===== src/rtl/keccak_absorb_ctrl.sv =====
// rtl/keccak_absorb_ctrl.sv - SHA3 sponge absorb sequencer: lane XOR-in, byte-accurate padding, permutation control
module keccak_absorb_ctrl #(
    parameter int          DATA_WIDTH = 64,
    parameter int          KEEP_WIDTH = 8,
    parameter logic [7:0]  PAD_DOMAIN = 8'h06
) (
    input  logic                  ACLK,
    input  logic                  ARESETn,
    input  logic                  s_tvalid,
    output logic                  s_tready,
    input  logic [DATA_WIDTH-1:0] s_tdata,
    input  logic [KEEP_WIDTH-1:0] s_tkeep,
    input  logic                  s_tlast,
    input  logic [1:0]            s_tuser,
    output logic                  state_clr,
    output logic                  lane_we,
    output logic [4:0]            lane_idx,
    output logic [DATA_WIDTH-1:0] lane_data,
    output logic                  perm_start,
    input  logic                  perm_done,
    output logic                  busy,
    output logic                  digest_valid,
    input  logic                  digest_ready,
    output logic [1:0]            digest_mode
);

    typedef enum logic [2:0] {
        S_IDLE,
        S_ABSORB,
        S_PAD,
        S_PERM,
        S_WAIT,
        S_DONE
    } state_t;

    state_t      state_q, state_d;
    logic [4:0]  cnt_q, cnt_d;
    logic [1:0]  mode_q, mode_d;
    logic        pad_ins_q, pad_ins_d;
    logic        msg_end_q, msg_end_d;

    logic [4:0]            rate_last;
    logic [3:0]            nbytes;
    logic [DATA_WIDTH-1:0] tail_lane;
    logic                  at_last;

    always_comb begin
        case (mode_q)
            2'd0:    rate_last = 5'd17;
            2'd1:    rate_last = 5'd16;
            2'd2:    rate_last = 5'd12;
            default: rate_last = 5'd8;
        endcase
    end

    assign at_last = (cnt_q == rate_last);

    // tkeep is contiguous from the LSB, so its popcount is the count of message bytes
    always_comb begin
        nbytes = 4'd0;
        for (int k = 0; k < KEEP_WIDTH; k++) begin
            nbytes = nbytes + 4'(s_tkeep[k]);
        end
    end

    always_comb begin
        tail_lane = '0;
        for (int k = 0; k < KEEP_WIDTH; k++) begin
            if (4'(k) < nbytes) begin
                tail_lane[8*k +: 8] = s_tdata[8*k +: 8];
            end else if (4'(k) == nbytes) begin
                tail_lane[8*k +: 8] = PAD_DOMAIN;
            end
        end
    end

    always_ff @(posedge ACLK) begin
        if (!ARESETn) begin
            state_q   <= S_IDLE;
            cnt_q     <= 5'd0;
            mode_q    <= 2'd0;
            pad_ins_q <= 1'b0;
            msg_end_q <= 1'b0;
        end else begin
            state_q   <= state_d;
            cnt_q     <= cnt_d;
            mode_q    <= mode_d;
            pad_ins_q <= pad_ins_d;
            msg_end_q <= msg_end_d;
        end
    end

    always_comb begin
        state_d      = state_q;
        cnt_d        = cnt_q;
        mode_d       = mode_q;
        pad_ins_d    = pad_ins_q;
        msg_end_d    = msg_end_q;
        s_tready     = 1'b0;
        state_clr    = 1'b0;
        lane_we      = 1'b0;
        lane_idx     = 5'd0;
        lane_data    = '0;
        perm_start   = 1'b0;
        digest_valid = 1'b0;

        case (state_q)
            S_IDLE: begin
                if (s_tvalid) begin
                    state_clr = 1'b1;
                    mode_d    = s_tuser;
                    cnt_d     = 5'd0;
                    pad_ins_d = 1'b0;
                    msg_end_d = 1'b0;
                    state_d   = S_ABSORB;
                end
            end

            S_ABSORB: begin
                s_tready = 1'b1;
                if (s_tvalid) begin
                    lane_we  = 1'b1;
                    lane_idx = cnt_q;
                    if (!s_tlast || nbytes == 4'd8) begin
                        lane_data = s_tdata;
                        msg_end_d = s_tlast;
                        if (at_last) begin
                            state_d = S_PERM;
                        end else begin
                            cnt_d = cnt_q + 5'd1;
                            if (s_tlast) begin
                                state_d = S_PAD;
                            end
                        end
                    end else begin
                        lane_data = tail_lane;
                        pad_ins_d = 1'b1;
                        msg_end_d = 1'b1;
                        if (at_last) begin
                            lane_data[DATA_WIDTH-1 -: 8] = tail_lane[DATA_WIDTH-1 -: 8] | 8'h80;
                            state_d = S_PERM;
                        end else begin
                            cnt_d   = cnt_q + 5'd1;
                            state_d = S_PAD;
                        end
                    end
                end
            end

            S_PAD: begin
                lane_we  = 1'b1;
                lane_idx = cnt_q;
                // The domain byte goes into the first padding lane only if the tail beat had no room for it
                if (!pad_ins_q) begin
                    lane_data[7:0] = PAD_DOMAIN;
                    pad_ins_d      = 1'b1;
                end
                if (at_last) begin
                    lane_data[DATA_WIDTH-1 -: 8] = lane_data[DATA_WIDTH-1 -: 8] | 8'h80;
                    state_d = S_PERM;
                end else begin
                    cnt_d = cnt_q + 5'd1;
                end
            end

            S_PERM: begin
                perm_start = 1'b1;
                state_d    = S_WAIT;
            end

            S_WAIT: begin
                if (perm_done) begin
                    cnt_d = 5'd0;
                    if (msg_end_q && pad_ins_q) begin
                        state_d = S_DONE;
                    end else if (msg_end_q) begin
                        state_d = S_PAD;
                    end else begin
                        state_d = S_ABSORB;
                    end
                end
            end

            S_DONE: begin
                digest_valid = 1'b1;
                if (digest_ready) begin
                    state_d = S_IDLE;
                end
            end

            default: begin
                state_d = S_IDLE;
            end
        endcase
    end

    assign busy        = (state_q != S_IDLE);
    assign digest_mode = mode_q;

endmodule


===== config.mk =====
export PLATFORM = sky130hd
export DESIGN_NAME = keccak_absorb_ctrl
export DESIGN_NICKNAME = d
export VERILOG_FILES = /design/src/rtl/keccak_absorb_ctrl.sv
export SDC_FILE = /design/constraint.sdc
export NUM_CORES = 1
export LEC_CHECK = 0
export ABC_AREA = 1
export BUFFER_PORTS_ARGS = -buffer_cell sky130_fd_sc_hd__buf_2
export CAP_MARGIN = 40
export CELL_PAD_IN_SITES_DETAIL_PLACEMENT = 1
export CELL_PAD_IN_SITES_GLOBAL_PLACEMENT = 1
export CORE_MARGIN = 1
export CORE_UTILIZATION = 23
export DETAILED_ROUTE_END_ITERATION = 8
export PLACE_DENSITY = 0.94
export SLEW_MARGIN = 20
export SYNTH_ARGS = -nofsm -noshare
export SYNTH_HDL_FRONTEND = slang
export SYNTH_SLANG_ARGS = --single-unit
export TNS_END_PERCENT = 10

===== constraint.sdc =====
create_clock -name ACLK -period 6.8 [get_ports ACLK]
set_input_delay 0.34 -clock ACLK [delete_from_list [all_inputs] [get_ports ACLK]]
set_output_delay 0.34 -clock ACLK [all_outputs]
set_load 0.02 [all_outputs]

==> flow_metrics.env <==
export IMPL_final_nets=563
export IMPL_drc=0
export IMPL_period_share_pct=61.61
export IMPL_setup_viol_count_final=0
export IMPL_synth_adder_area_share_pct=7.861
export IMPL_die_w_um=86.84
export IMPL_drt_wl_total_um=7194
export IMPL_synthTopCellsByArea="nor2_1, inv_1, dfxtp_1"
export IMPL_min_period_ns=4.190
export IMPL_rows=30
export IMPL_layout_drive_gt1_share_pct=37.13
export IMPL_placedInstanceArea_um2=2524
export IMPL_syn_nets=407
export IMPL_finalInstanceArea_um2=2579
export IMPL_clock_skew_final_ns=0.001666
export IMPL_cts_path_max_buffers=2
export IMPL_syn2layout_area_growth_pct=55.78
export IMPL_place_gp_congestion=0.8030
export IMPL_syn_avg_cell_area_um2=5.189
export IMPL_synth_xor_area_share_pct=2.116
export IMPL_path_clk_slew_ns=0.06
export IMPL_final_cells=570
export IMPL_grt_remaining_overflow=0
export IMPL_drt_iter0_markers=40
export IMPL_portBuffers=156
export IMPL_hpwl_um=6245
export IMPL_cts_sinks=12
export IMPL_cts_setup_buffers=0
export IMPL_ant_nets=0
export IMPL_synth_seq_area_share_pct=14.51
export IMPL_yosys_warnings=0
export IMPL_synthCells=319
export IMPL_grt_pass1_wl_um=11490
export IMPL_critPathArrivalTime_ns=3.85
export IMPL_placedCellCount=566
export IMPL_yosys_area_top_type="nor2_1"
export IMPL_cts_hold_buffers=0
export IMPL_grt_max_degree=21
export IMPL_cp_cell_sequence="buf_2 -> inv_1 -> fa_1 -> fa_1 -> fa_1 -> inv_1 -> ha_1 -> a21oi_1 -> o21a_1 -> nand2_1 -> o21ai_2 -> a21oi_1 -> buf_2"
export IMPL_synth_edf_count=0
export IMPL_clkLatencyLatePin_ns=0.25
export IMPL_clock_root_buffer="clkbuf_8"
export IMPL_pin_count=157
export IMPL_initial_core_util_pct=24.10
export IMPL_yosys_mux_area_fraction_pct=0
export IMPL_tightest_slew_ns=0.5258
export IMPL_grt_total_usage_pct=18.92
export IMPL_report_final_hold_viol_count=0
export IMPL_final_max_slew_viol_count=0
export IMPL_cts_buffers=3
export IMPL_synth_top_area_share_pct=18.14
export IMPL_die_area_um2=7540
export IMPL_drtPass1Iterations=4
export IMPL_synth_main_ff_cell="dfxtp_1"
export IMPL_synth_top_family_by_area="simple AND/OR/NAND/NOR gates"
export IMPL_fmax_ghz=0.2387
export IMPL_slew_headroom_pct=64.95
export IMPL_final_setup_tns_ns=0
export IMPL_synth_cell_types=28
export IMPL_synth_simple_gate_area_share_pct=40.59
export IMPL_drt_vias_per_instance=4.407
export IMPL_p_per_area_nw_per_um2=289.2
export IMPL_crit_top_cell="fa_1"
export IMPL_slowest_stage="fa_1"
export IMPL_setup_ws_ns=2.610
export IMPL_start_kind="primary input"
export IMPL_cts_tree="done"
export IMPL_diodes=0
export IMPL_cp_required_ns=6.46
export IMPL_antenna_found_initial=0
export IMPL_status="complete, no violations"
export IMPL_p_leak_nw=1.713
export IMPL_ctsResizeCount=0
export IMPL_finalPower_mw=0.7458
export IMPL_synth_compound_area_share_pct=14.81
export IMPL_crit_path_end_kind="primary output"
export IMPL_async_reset_ff_share_pct=0
export IMPL_rsz0062_at_grt="no"
export IMPL_die_h_um=86.84
export IMPL_hold_class="in -> reg"
export IMPL_vdd_drop_max_uv=127.0
export IMPL_core_um2=6869
export IMPL_cpPeakStageDelay_ns=0.55
export IMPL_place_ws_ns=2.605
export IMPL_grt_pass1_vias=2566
export IMPL_synthesis_area_um2=1655
export IMPL_cts_max_level=1
export IMPL_path_class="in -> out"
export IMPL_ys_ff_latch=12
export IMPL_cp_max_fo=14
export IMPL_vias=2512
export IMPL_drv_cap=0
export IMPL_wire_per_inst_um=12.62
## logic make-up (layout without fill, tap and decap cells)
kind of cell	count (synthesis)	count (layout)
buffers and inverters	85	240
flip-flops	12	12
adder cells (fa/ha/maj)	8	8
XOR/XNOR	4	4
AND/OR/NAND/NOR	165	165
AO/OA/AOI/OAI	45	45
## final cells by class
| type | count | area, um^2 |
|---|---|---|
| Sequential cell | 12 | 240.2 |
| Fill cell | 1019 | 4290 |
| Tap cell | 96 | 120.1 |
| Multi-Input combinational cell | 222 | 1082 |
| Clock buffer | 4 | 55.05 |
| Inverter | 80 | 300.3 |
| Timing Repair Buffer | 156 | 780.7 |
## power breakdown
part           switching [mW]  leakage (nW)  internal (mW)
Sequential             0.0286        0.0984         0.0924
Combinational           0.376          1.59          0.165
Clock                  0.0317        0.0288         0.0514
Total                   0.437          1.71          0.309
## layout by cell type, fill, tap and decap left out, types with 4 or more instances in the layout
cell type,n
a21oi_1,19
buf_2,156
clkbuf_8,4
dfxtp_1,12
fa_1,4
ha_1,4
inv_1,75
inv_2,5
nand2_1,62
nand3_1,9
nand4_1,5
nor2_1,80
nor2_2,4
o21ai_0,16
xor2_1,4
## path summary, 6_finish.rpt
path | depth (start not counted) | slack [ns] | end | from
min reg2reg | 2 | 0.48 | cnt_q[4] | cnt_q[4]
max reg2reg | 8 | 5.22 | cnt_q[1] | state_q[1]
max | 13 | 2.61 | lane_data[9] | s_tkeep[0]
min | 3 | 0.39 | digest_mode[1] | s_tuser[1]
## sequential cells by signal (all words and copies together), names as in the netlist
signal	count
digest_mode	2
pad_ins_q	1
cnt_q	5
msg_end_q	1
state_q	3
## worst max-delay path: cells and delay by family
| family | cells | cell delay, ns |
|---|---|---|
| simple gates | 1 | 0.33 |
| compound gates | 4 | 1.15 |
| buf+inv | 4 | 0.37 |
| fa+ha+maj | 4 | 1.65 |
## per-layer routing
layer / part of all wire (%) / up-vias / track usage (%)
li1: - / 1266 / -
met5: 0 / - / 0
met2: 55 / 84 / 40.01
met3: 6.2 / 7 / 2.381
met4: 1.2 / 0 / 4.394
met1: 37 / 1155 / 19.02
## synth_stat cells (3+ instances only)
cell,number
xor2_1,4
nand3_1,9
o21ai_0,16
nor2_1,80
nand4_1,5
fa_1,4
nor2_2,4
inv_2,5
ha_1,4
nand2_1,62
o21ai_1,3
inv_1,75
dfxtp_1,12
a21oi_1,19
## through the flow
stage / hold slack (ns) / util, %
after global placement: 0.4726 / 36.74
after detailed placement: 0.4764 / 36.74
final: 0.3909 / 37.54
after global routing: 0.4108 / 37.54
after floorplan: 0.4586 / -
after CTS: 0.3865 / 37.54
(Power assumes the default switching activity.)
